## config.mk

```make
export PLATFORM = sky130hd
export DESIGN_NAME = axi_lite_bram_ctrl_flat
export DESIGN_NICKNAME = d
export VERILOG_FILES = /design/src/rtl/axi_lite_bram_ctrl_if.sv /design/src/rtl/axi_lite_bram_ctrl.sv /design/src/flat_wrapper.sv
export SDC_FILE = /design/constraint.sdc
export NUM_CORES = 1
export LEC_CHECK = 0
export ABC_AREA = 1
export CAP_MARGIN = 20
export CORE_UTILIZATION = 34
export CTS_BUF_LIST = sky130_fd_sc_hd__clkbuf_16
export CTS_CLUSTER_DIAMETER = 60
export DETAILED_ROUTE_END_ITERATION = 7
export PLACE_DENSITY = 0.77
export SLEW_MARGIN = 25
export SYNTH_ARGS = -nofsm -noshare
export SYNTH_HDL_FRONTEND = slang
export SYNTH_SLANG_ARGS = --single-unit
```

## constraint.sdc

```tcl
create_clock -name s_axi_aclk -period 1.3 [get_ports s_axi_aclk]
set_input_delay 0.26 -clock s_axi_aclk [delete_from_list [all_inputs] [get_ports s_axi_aclk]]
set_output_delay 0.26 -clock s_axi_aclk [all_outputs]
set_load 0.03 [all_outputs]
```

## src/rtl/axi_lite_bram_ctrl_if.sv

```systemverilog
// ============================================================================
//  Module      : axi_lite_bram_ctrl_if
//  Description : AXI4-Lite slave-side bus bundle for axi_lite_bram_ctrl.
//                The slave modport is used by the controller and the master
//                modport by whoever issues the transactions.
//  Revision    : 1.0 - initial release
// ============================================================================
`default_nettype none

interface axi_lite_bram_ctrl_if #(
  parameter int ADDR_WIDTH = 16,
  parameter int DATA_WIDTH = 32
);
  // Write address channel
  logic [ADDR_WIDTH-1:0]   awaddr;
  logic [2:0]              awprot;
  logic                    awvalid;
  logic                    awready;
  // Write data channel
  logic [DATA_WIDTH-1:0]   wdata;
  logic [DATA_WIDTH/8-1:0] wstrb;
  logic                    wvalid;
  logic                    wready;
  // Write response channel
  logic [1:0]              bresp;
  logic                    bvalid;
  logic                    bready;
  // Read address channel
  logic [ADDR_WIDTH-1:0]   araddr;
  logic [2:0]              arprot;
  logic                    arvalid;
  logic                    arready;
  // Read data channel
  logic [DATA_WIDTH-1:0]   rdata;
  logic [1:0]              rresp;
  logic                    rvalid;
  logic                    rready;

  modport slave (
    input  awaddr, awprot, awvalid,
    output awready,
    input  wdata, wstrb, wvalid,
    output wready,
    output bresp, bvalid,
    input  bready,
    input  araddr, arprot, arvalid,
    output arready,
    output rdata, rresp, rvalid,
    input  rready
  );

  modport master (
    output awaddr, awprot, awvalid,
    input  awready,
    output wdata, wstrb, wvalid,
    input  wready,
    input  bresp, bvalid,
    output bready,
    output araddr, arprot, arvalid,
    input  arready,
    input  rdata, rresp, rvalid,
    output rready
  );
endinterface

`default_nettype wire

```

## src/rtl/axi_lite_bram_ctrl.sv

```systemverilog
// ============================================================================
//  Module      : axi_lite_bram_ctrl
//  Description : AXI4-Lite slave bridging onto one single-port, byte-writable
//                BRAM port with one cycle of read latency. Reads and writes
//                are serialised; simultaneous requests alternate by a
//                priority flag that resets to read-first.
//                Optional macro BRAM_CTRL_RANGE_CHECK_EN: accesses with word
//                address >= MEM_WORDS skip the BRAM and answer SLVERR.
//  Revision    : 1.0 - initial release
// ============================================================================
`default_nettype none

module axi_lite_bram_ctrl #(
  parameter int          ADDR_WIDTH = 16,
  parameter int          DATA_WIDTH = 32,
  parameter int unsigned MEM_WORDS  = 16384
) (
  input  wire logic                      s_axi_aclk,
  input  wire logic                      s_axi_aresetn,
  axi_lite_bram_ctrl_if.slave            s_axi,
  output logic                           bram_rst_a,
  output logic                           bram_clk_a,
  output logic                           bram_en_a,
  output logic [DATA_WIDTH/8-1:0]        bram_we_a,
  output logic [ADDR_WIDTH-1:0]          bram_addr_a,
  output logic [DATA_WIDTH-1:0]          bram_wrdata_a,
  input  wire logic [DATA_WIDTH-1:0]     bram_rddata_a
);

  localparam int C_STRB = DATA_WIDTH / 8;

  localparam logic [2:0] S_IDLE       = 3'd0;
  localparam logic [2:0] S_WR_ACCESS  = 3'd1;
  localparam logic [2:0] S_WR_RESP    = 3'd2;
  localparam logic [2:0] S_RD_ACCESS  = 3'd3;
  localparam logic [2:0] S_RD_CAPTURE = 3'd4;
  localparam logic [2:0] S_RD_RESP    = 3'd5;

  logic [2:0]            r_state;
  logic [2:0]            w_next;
  logic                  r_rd_first;
  logic [ADDR_WIDTH-1:0] r_addr;
  logic [DATA_WIDTH-1:0] r_wdata;
  logic [C_STRB-1:0]     r_wstrb;
  logic [DATA_WIDTH-1:0] r_rdata;
  logic                  r_oob;

  logic                  w_wr_elig;
  logic                  w_rd_elig;
  logic                  w_grant_wr;
  logic                  w_grant_rd;
  logic [ADDR_WIDTH-1:0] w_req_addr;
  logic                  w_req_oob;

  // BRAM clock/reset are straight pass-throughs of the AXI clock/reset
  assign bram_clk_a    = s_axi_aclk;
  assign bram_rst_a    = ~s_axi_aresetn;
  assign bram_addr_a   = r_addr;
  assign bram_wrdata_a = r_wdata;
  assign s_axi.rdata   = r_rdata;

  // A write needs both AW and W; on a tie the priority flag picks the type
  assign w_wr_elig  = s_axi.awvalid & s_axi.wvalid;
  assign w_rd_elig  = s_axi.arvalid;
  assign w_grant_rd = (r_state == S_IDLE) & w_rd_elig & (~w_wr_elig | r_rd_first);
  assign w_grant_wr = (r_state == S_IDLE) & w_wr_elig & (~w_rd_elig | ~r_rd_first);
  assign w_req_addr = w_grant_wr ? s_axi.awaddr : s_axi.araddr;

`ifdef BRAM_CTRL_RANGE_CHECK_EN
  // Word index compared against the implemented depth
  assign w_req_oob = (32'(w_req_addr >> 2) >= MEM_WORDS);
`else
  assign w_req_oob = 1'b0;
`endif

  // State register
  always_ff @(posedge s_axi_aclk) begin
    if (!s_axi_aresetn) begin
      r_state <= S_IDLE;
    end else begin
      r_state <= w_next;
    end
  end

  // Next-state logic
  always_comb begin
    w_next = r_state;
    case (r_state)
      S_IDLE: begin
        if (w_grant_rd) begin
          w_next = S_RD_ACCESS;
        end else if (w_grant_wr) begin
          w_next = S_WR_ACCESS;
        end
      end
      S_WR_ACCESS:  w_next = S_WR_RESP;
      S_WR_RESP:    if (s_axi.bready) w_next = S_IDLE;
      S_RD_ACCESS:  w_next = S_RD_CAPTURE;
      S_RD_CAPTURE: w_next = S_RD_RESP;
      S_RD_RESP:    if (s_axi.rready) w_next = S_IDLE;
      default:      w_next = S_IDLE;
    endcase
  end

  // Handshake and BRAM strobe outputs decoded from the current state
  always_comb begin
    s_axi.awready = w_grant_wr;
    s_axi.wready  = w_grant_wr;
    s_axi.arready = w_grant_rd;
    s_axi.bvalid  = (r_state == S_WR_RESP);
    s_axi.rvalid  = (r_state == S_RD_RESP);
    s_axi.bresp   = ((r_state == S_WR_RESP) && r_oob) ? 2'b10 : 2'b00;
    s_axi.rresp   = ((r_state == S_RD_RESP) && r_oob) ? 2'b10 : 2'b00;
    bram_en_a     = ((r_state == S_WR_ACCESS) || (r_state == S_RD_ACCESS)) && !r_oob;
    bram_we_a     = ((r_state == S_WR_ACCESS) && !r_oob) ? r_wstrb : '0;
  end

  // Request capture, read-data capture and the tie-break flag
  always_ff @(posedge s_axi_aclk) begin
    if (!s_axi_aresetn) begin
      r_addr     <= '0;
      r_wdata    <= '0;
      r_wstrb    <= '0;
      r_rdata    <= '0;
      r_oob      <= 1'b0;
      r_rd_first <= 1'b1;
    end else begin
      if (w_grant_wr || w_grant_rd) begin
        r_addr <= {w_req_addr[ADDR_WIDTH-1:2], 2'b00};
        r_oob  <= w_req_oob;
      end
      if (w_grant_wr) begin
        r_wdata    <= s_axi.wdata;
        r_wstrb    <= s_axi.wstrb;
        r_rd_first <= 1'b1;
      end
      if (w_grant_rd) begin
        r_rd_first <= 1'b0;
      end
      // Out-of-range reads never touched the BRAM, so they return zero
      if (r_state == S_RD_CAPTURE) begin
        r_rdata <= r_oob ? '0 : bram_rddata_a;
      end
    end
  end

endmodule

`default_nettype wire

```

## src/flat_wrapper.sv

```systemverilog
// flat-port wrapper written by rule: the top's interface ports become plain ports
module axi_lite_bram_ctrl_flat 
#(
  parameter int          ADDR_WIDTH = 16,
  parameter int          DATA_WIDTH = 32,
  parameter int unsigned MEM_WORDS  = 16384
)
  (s_axi_aclk, s_axi_aresetn, bram_rst_a, bram_clk_a, bram_en_a, bram_we_a, bram_addr_a, bram_wrdata_a, bram_rddata_a, s_axi_awaddr, s_axi_awprot, s_axi_awvalid, s_axi_awready, s_axi_wdata, s_axi_wstrb, s_axi_wvalid, s_axi_wready, s_axi_bresp, s_axi_bvalid, s_axi_bready, s_axi_araddr, s_axi_arprot, s_axi_arvalid, s_axi_arready, s_axi_rdata, s_axi_rresp, s_axi_rvalid, s_axi_rready);
  axi_lite_bram_ctrl_if #(.ADDR_WIDTH(ADDR_WIDTH), .DATA_WIDTH(DATA_WIDTH)) s_axi_i ();
  input  wire logic s_axi_aclk;
  input  wire logic s_axi_aresetn;
  output logic bram_rst_a;
  output logic bram_clk_a;
  output logic bram_en_a;
  output logic [DATA_WIDTH/8-1:0] bram_we_a;
  output logic [ADDR_WIDTH-1:0] bram_addr_a;
  output logic [DATA_WIDTH-1:0] bram_wrdata_a;
  input  wire logic [DATA_WIDTH-1:0] bram_rddata_a;
  input wire logic [$bits(s_axi_i.awaddr)-1:0] s_axi_awaddr;
  input wire logic [$bits(s_axi_i.awprot)-1:0] s_axi_awprot;
  input wire logic [$bits(s_axi_i.awvalid)-1:0] s_axi_awvalid;
  output wire logic [$bits(s_axi_i.awready)-1:0] s_axi_awready;
  input wire logic [$bits(s_axi_i.wdata)-1:0] s_axi_wdata;
  input wire logic [$bits(s_axi_i.wstrb)-1:0] s_axi_wstrb;
  input wire logic [$bits(s_axi_i.wvalid)-1:0] s_axi_wvalid;
  output wire logic [$bits(s_axi_i.wready)-1:0] s_axi_wready;
  output wire logic [$bits(s_axi_i.bresp)-1:0] s_axi_bresp;
  output wire logic [$bits(s_axi_i.bvalid)-1:0] s_axi_bvalid;
  input wire logic [$bits(s_axi_i.bready)-1:0] s_axi_bready;
  input wire logic [$bits(s_axi_i.araddr)-1:0] s_axi_araddr;
  input wire logic [$bits(s_axi_i.arprot)-1:0] s_axi_arprot;
  input wire logic [$bits(s_axi_i.arvalid)-1:0] s_axi_arvalid;
  output wire logic [$bits(s_axi_i.arready)-1:0] s_axi_arready;
  output wire logic [$bits(s_axi_i.rdata)-1:0] s_axi_rdata;
  output wire logic [$bits(s_axi_i.rresp)-1:0] s_axi_rresp;
  output wire logic [$bits(s_axi_i.rvalid)-1:0] s_axi_rvalid;
  input wire logic [$bits(s_axi_i.rready)-1:0] s_axi_rready;
  assign s_axi_i.awaddr = s_axi_awaddr;
  assign s_axi_i.awprot = s_axi_awprot;
  assign s_axi_i.awvalid = s_axi_awvalid;
  assign s_axi_awready = s_axi_i.awready;
  assign s_axi_i.wdata = s_axi_wdata;
  assign s_axi_i.wstrb = s_axi_wstrb;
  assign s_axi_i.wvalid = s_axi_wvalid;
  assign s_axi_wready = s_axi_i.wready;
  assign s_axi_bresp = s_axi_i.bresp;
  assign s_axi_bvalid = s_axi_i.bvalid;
  assign s_axi_i.bready = s_axi_bready;
  assign s_axi_i.araddr = s_axi_araddr;
  assign s_axi_i.arprot = s_axi_arprot;
  assign s_axi_i.arvalid = s_axi_arvalid;
  assign s_axi_arready = s_axi_i.arready;
  assign s_axi_rdata = s_axi_i.rdata;
  assign s_axi_rresp = s_axi_i.rresp;
  assign s_axi_rvalid = s_axi_i.rvalid;
  assign s_axi_i.rready = s_axi_rready;
  axi_lite_bram_ctrl #(.ADDR_WIDTH(ADDR_WIDTH), .DATA_WIDTH(DATA_WIDTH), .MEM_WORDS(MEM_WORDS)) u_core (.s_axi_aclk(s_axi_aclk), .s_axi_aresetn(s_axi_aresetn), .s_axi(s_axi_i), .bram_rst_a(bram_rst_a), .bram_clk_a(bram_clk_a), .bram_en_a(bram_en_a), .bram_we_a(bram_we_a), .bram_addr_a(bram_addr_a), .bram_wrdata_a(bram_wrdata_a), .bram_rddata_a(bram_rddata_a));
endmodule
```

# Word level (Yosys, flattened, before mapping)
# Cells that the tools add are included.
word_totals:
  ff_bits: 86
  input_bits: 113
classes:
  n_eq_ne: 8
  mux: 9
  bitwise: 11
  reduce_logical: 5
ops:
  columns: ["op", "n"]
  rows:
  - ["$pmux 3 s6", 1]
  - ["$mux 16", 1]
  - ["$mux 3", 4]
  - ["$eq 3x2->1 const B", 2]
  - ["$eq 3x3->1 const B", 2]
  - ["$and 1x1->1", 5]
  - ["$mux 4", 1]
  - ["$ne 2x1->1 const B", 2]
  - ["$not 1->1", 4]
  - ["$eq 3x1->1 const B", 1]
  - ["$logic_not 3->1", 1]
  - ["$ne 3x1->1 const B", 1]
  - ["$reduce_and 3->1", 1]
  - ["$logic_or 1x1->1", 2]
  - ["$mux 1", 2]
  - ["$or 1x1->1", 2]
  - ["$reduce_bool 2->1", 1]

# Logic depth before layout (Yosys ltp)
# Gate-level depths: netlist (run 1).
depth:
  word_depth: 6
  ltp_mapped: 9

==> impl_metrics.ini, run 1 <==
[critical_path]
critPathBufInv = 2
critPathKind = flip-flop to primary output
crit_path_max_fanout = 3
crit_path_end = s_axi_wready
cp_data_required_time_ns = 1.04
critPathCaptureType = primary output
slowest_delay_ns = 0.36
crit_family = flip-flops
critical_path.cell_chain = nor2_4 -> nand2_4 -> nor2_4 -> buf_12 -> buf_8
cp-start-kind = flip-flop
crit_cells = 5
cp.arrival_ns = 1.37
rr_worst_depth = 12
cp_slowest_cell = dfxtp_4
ff2ff_setup_slack_ns = -0.27
cp_common_cell = nor2_4
r2r_end = u_core.bram_addr_a[9]$_SDFFE_PN0P_
reg2reg_from = u_core.r_state[1]$_SDFFE_PN0P_
startpoint = u_core.r_state[1]$_SDFFE_PN0P_

[status]
violations = negative setup slack
outcome = finished, violations left

[logic_synthesis]
ys_seq_area_share_pct = 49.5
ys_types = 23
synth-seq-cells = 86
synth-compound-area-share_pct = 11.1
synth_top_cell_area_share_pct = 49.5
synth.area.top_cells = dfxtp_1, nor2_1, o21ai_0
avgSynthCellArea_um2 = 7.15
yosysTopAreaCell = dfxtp_1
muxShareOfSynthArea_pct = 0
synth_cells = 486
synthSimpleGateAreaFrac_pct = 29.4
syn-cell-area_mm2 = 0.00347
yosys.area_share.adder_pct = 0
yosys_warnings = 0
synthXorXnorAreaFrac_pct = 0
synth_top_family_by_area = simple AND/OR/NAND/NOR gates

[route]
vias_per_cell = 4.67
drt-pass1-iter-count = 4
routed_wirelength_um = 11800
num_vias = 3921
final_antenna_net_count = 0
drc = 0
wl_per_cell_um = 14.1
drtIter0Drc = 178

[timing]
fin_ws_ns = -0.329
tightest_slew_ns = 0.645
fmax_mhz = 614
period_needed_ns = 1.63
whs_ns = 0.155
rsz0062_at_grt = true
period_share_pct = 125
setup_viol = 42
maxSlewViolCount = 0
clock_skew_ns = 0.00616
slew-limit-headroom_pct = 57.0
final_hold_viol_count = 0

[finish]
fin_nets = 815
final_common_cell = nor2_1
n_fill_cell = 875
drive_above_1_share_pct = 31.3
layout_common_cells = nor2_1, clkdlybuf4s50_1, dfxtp_1
antenna_cells = 0
syn_to_final_growth_pct = 81.2

[pwr]
switchingPower_mw = 3.49
sw_frac_of_total_pct = 35.6
p_leak_nw = 2.94
ir_drop_v = 0.000792
p_comb_share_pct = 36.7
p_per_area_mw_per_mm2 = 1560
power_mw = 9.80
pwr-share-clk_pct = 30.2
p_int_mw = 6.31
seq_power_share_pct = 33.0

[floorplan]
start_util_pct = 35.4
rows = 36
pin_count = 209
fp.dieH_um = 103
core_area_mm2 = 0.00982
die_w_um = 103
die-area_mm2 = 0.0106

[placement]
routabilityCongestion = 0.779
portBuffers = 192
hpwlAfterDp_um = 7640

[grt]
grt_pass1_vias = 3662
grt_overflow = 0
track_usage_pct = 20.5
grt_max_degree = 53
antenna_found_initial = 0
grt_pass1_wl_um = 16800

[run]
cap_viol_max_count = 0

[clock_network]
cts_tree = done
postCtsHoldBufs = 0
path_clk_slew_ns = 0.06
insertion_delay_ns = 0.44

[hold_path]
worstHoldPathCells = 3
min-delay-start = s_axi_aresetn
min_path_type = primary input to flip-flop
[synthesized netlist by cell type]
cell      count
nor2_1      166
dfxtp_1      86
nand2_1      63
o21ai_0      53
inv_1        28
nand3_1      18
o21ai_1      15
clkbuf_1     11
buf_2        10
buf_4        10
a21oi_1       6
buf_6         6
nand2_2       2
nor2_2        2
nor3_1        2
a31oi_1       1
conb_1        1
inv_2         1
nand2_4       1
nand3b_1      1
nand4_1       1
nor2_4        1
o21ai_2       1
[cell families (layout without fill, tap and decap cells)]
kind of cell	after synthesis	in the layout
compound gates	76	76
flops	86	86
buf+inv	66	282
simple gates	257	257
other cells	1	6
[worst reg2reg max path: cells and delay by family (launching register included)]
kind                   cells  cell delay (ns)
DFF                        1             0.36
and+or+nand+nor            7             0.57
buffers and inverters      5             0.57
[per-layer routing]
| metal | share of wire (%) | GRT usage [%] | wire length, µm |
|---|---|---|---|
| met2 | 53 | 37.8 | 6220 |
| met1 | 38 | 21.7 | 4470 |
| met5 | 0 | 0 | 0 |
| met4 | 1.1 | 8.02 | 134 |
| met3 | 8.5 | 6.44 | 1000 |
[metrics by stage]
stage / util (%) / std cells / cell area, µm² / TNS (ns) / setup slack (ns)
after floorplan: - / 491 / 3560 / -0.202 / -0.0494
after global placement: 57.7 / 803 / 5670 / -17.73 / -0.393
after detailed placement: 57.7 / 803 / 5670 / -20.18 / -0.463
after CTS: 59.7 / 830 / 5860 / -8.69 / -0.348
after global routing: 64.1 / 840 / 6300 / -13.04 / -0.392
final: 64.1 / 840 / 6300 / -9.67 / -0.329
[layout make-up]
type                       instances  area [µm²]  area share (%)
clock buffer                      13         312            4.95
clock inverter                     7        48.8           0.775
inverter                          29         120            1.91
multi-input combinational        339        1680            26.6
sequential                        86        1730            27.5
tap                              133         166            2.64
timing repair buffer             233        2240            35.5
[how the worst min path moves through the flow]
stage,slack (ns),to
4_1_cts,0.15,u_core.s_axi.rdata[7]$_SDFFE_PN0P_
2_1_floorplan,0.39,bram_clk_a
6_report,0.15,u_core.s_axi.rdata[7]$_SDFFE_PN0P_
3_5_place_dp,0.48,u_core.s_axi.rdata[17]$_SDFFE_PN0P_
3_3_place_gp,0.46,u_core.s_axi.rdata[6]$_SDFFE_PN0P_
5_1_grt,0.17,u_core.s_axi.rdata[7]$_SDFFE_PN0P_
[power groups by stage]
stage	Combinational, mW	Sequential [mW]	Clock, mW
2_1_floorplan	1.23	3.88	0.115
3_3_place_gp	3.21	3.26	0.128
3_5_place_dp	3.27	3.28	0.128
4_1_cts	3.24	3.22	3.04
5_1_grt	3.87	3.28	3.14
6_report	3.60	3.23	2.96
[sequential cells by signal, indices dropped and copies added, names as in the netlist]
register / cells
u_core.r_rd_first: 1
u_core.r_wstrb: 4
u_core.s_axi.rdata: 32
u_core.r_state: 3
u_core.bram_wrdata_a: 32
u_core.bram_addr_a: 14
[timing repair]
| action | CTS | global route |
|---|---|---|
| cloned | 1 | 8 |
| gates resized for setup | 384 | 93 |
| pin swaps | 7 | 34 |
| endpoints found under the setup margin | 89 | 88 |
| setup buffers | 8 | 4 |
(Power assumes the default switching activity.)
==> run 2, diff against run 1 <==
--- a/config.mk
+++ b/config.mk
@@ -10,6 +10,7 @@
 export CORE_UTILIZATION = 34
 export CTS_BUF_LIST = sky130_fd_sc_hd__clkbuf_16
 export CTS_CLUSTER_DIAMETER = 60
+export CTS_CLUSTER_SIZE = 28
 export DETAILED_ROUTE_END_ITERATION = 7
 export PLACE_DENSITY = 0.77
 export SLEW_MARGIN = 25
==> results of run 2 <==
Same layout as run 1: the final DEF is identical, and so are final timing and power.
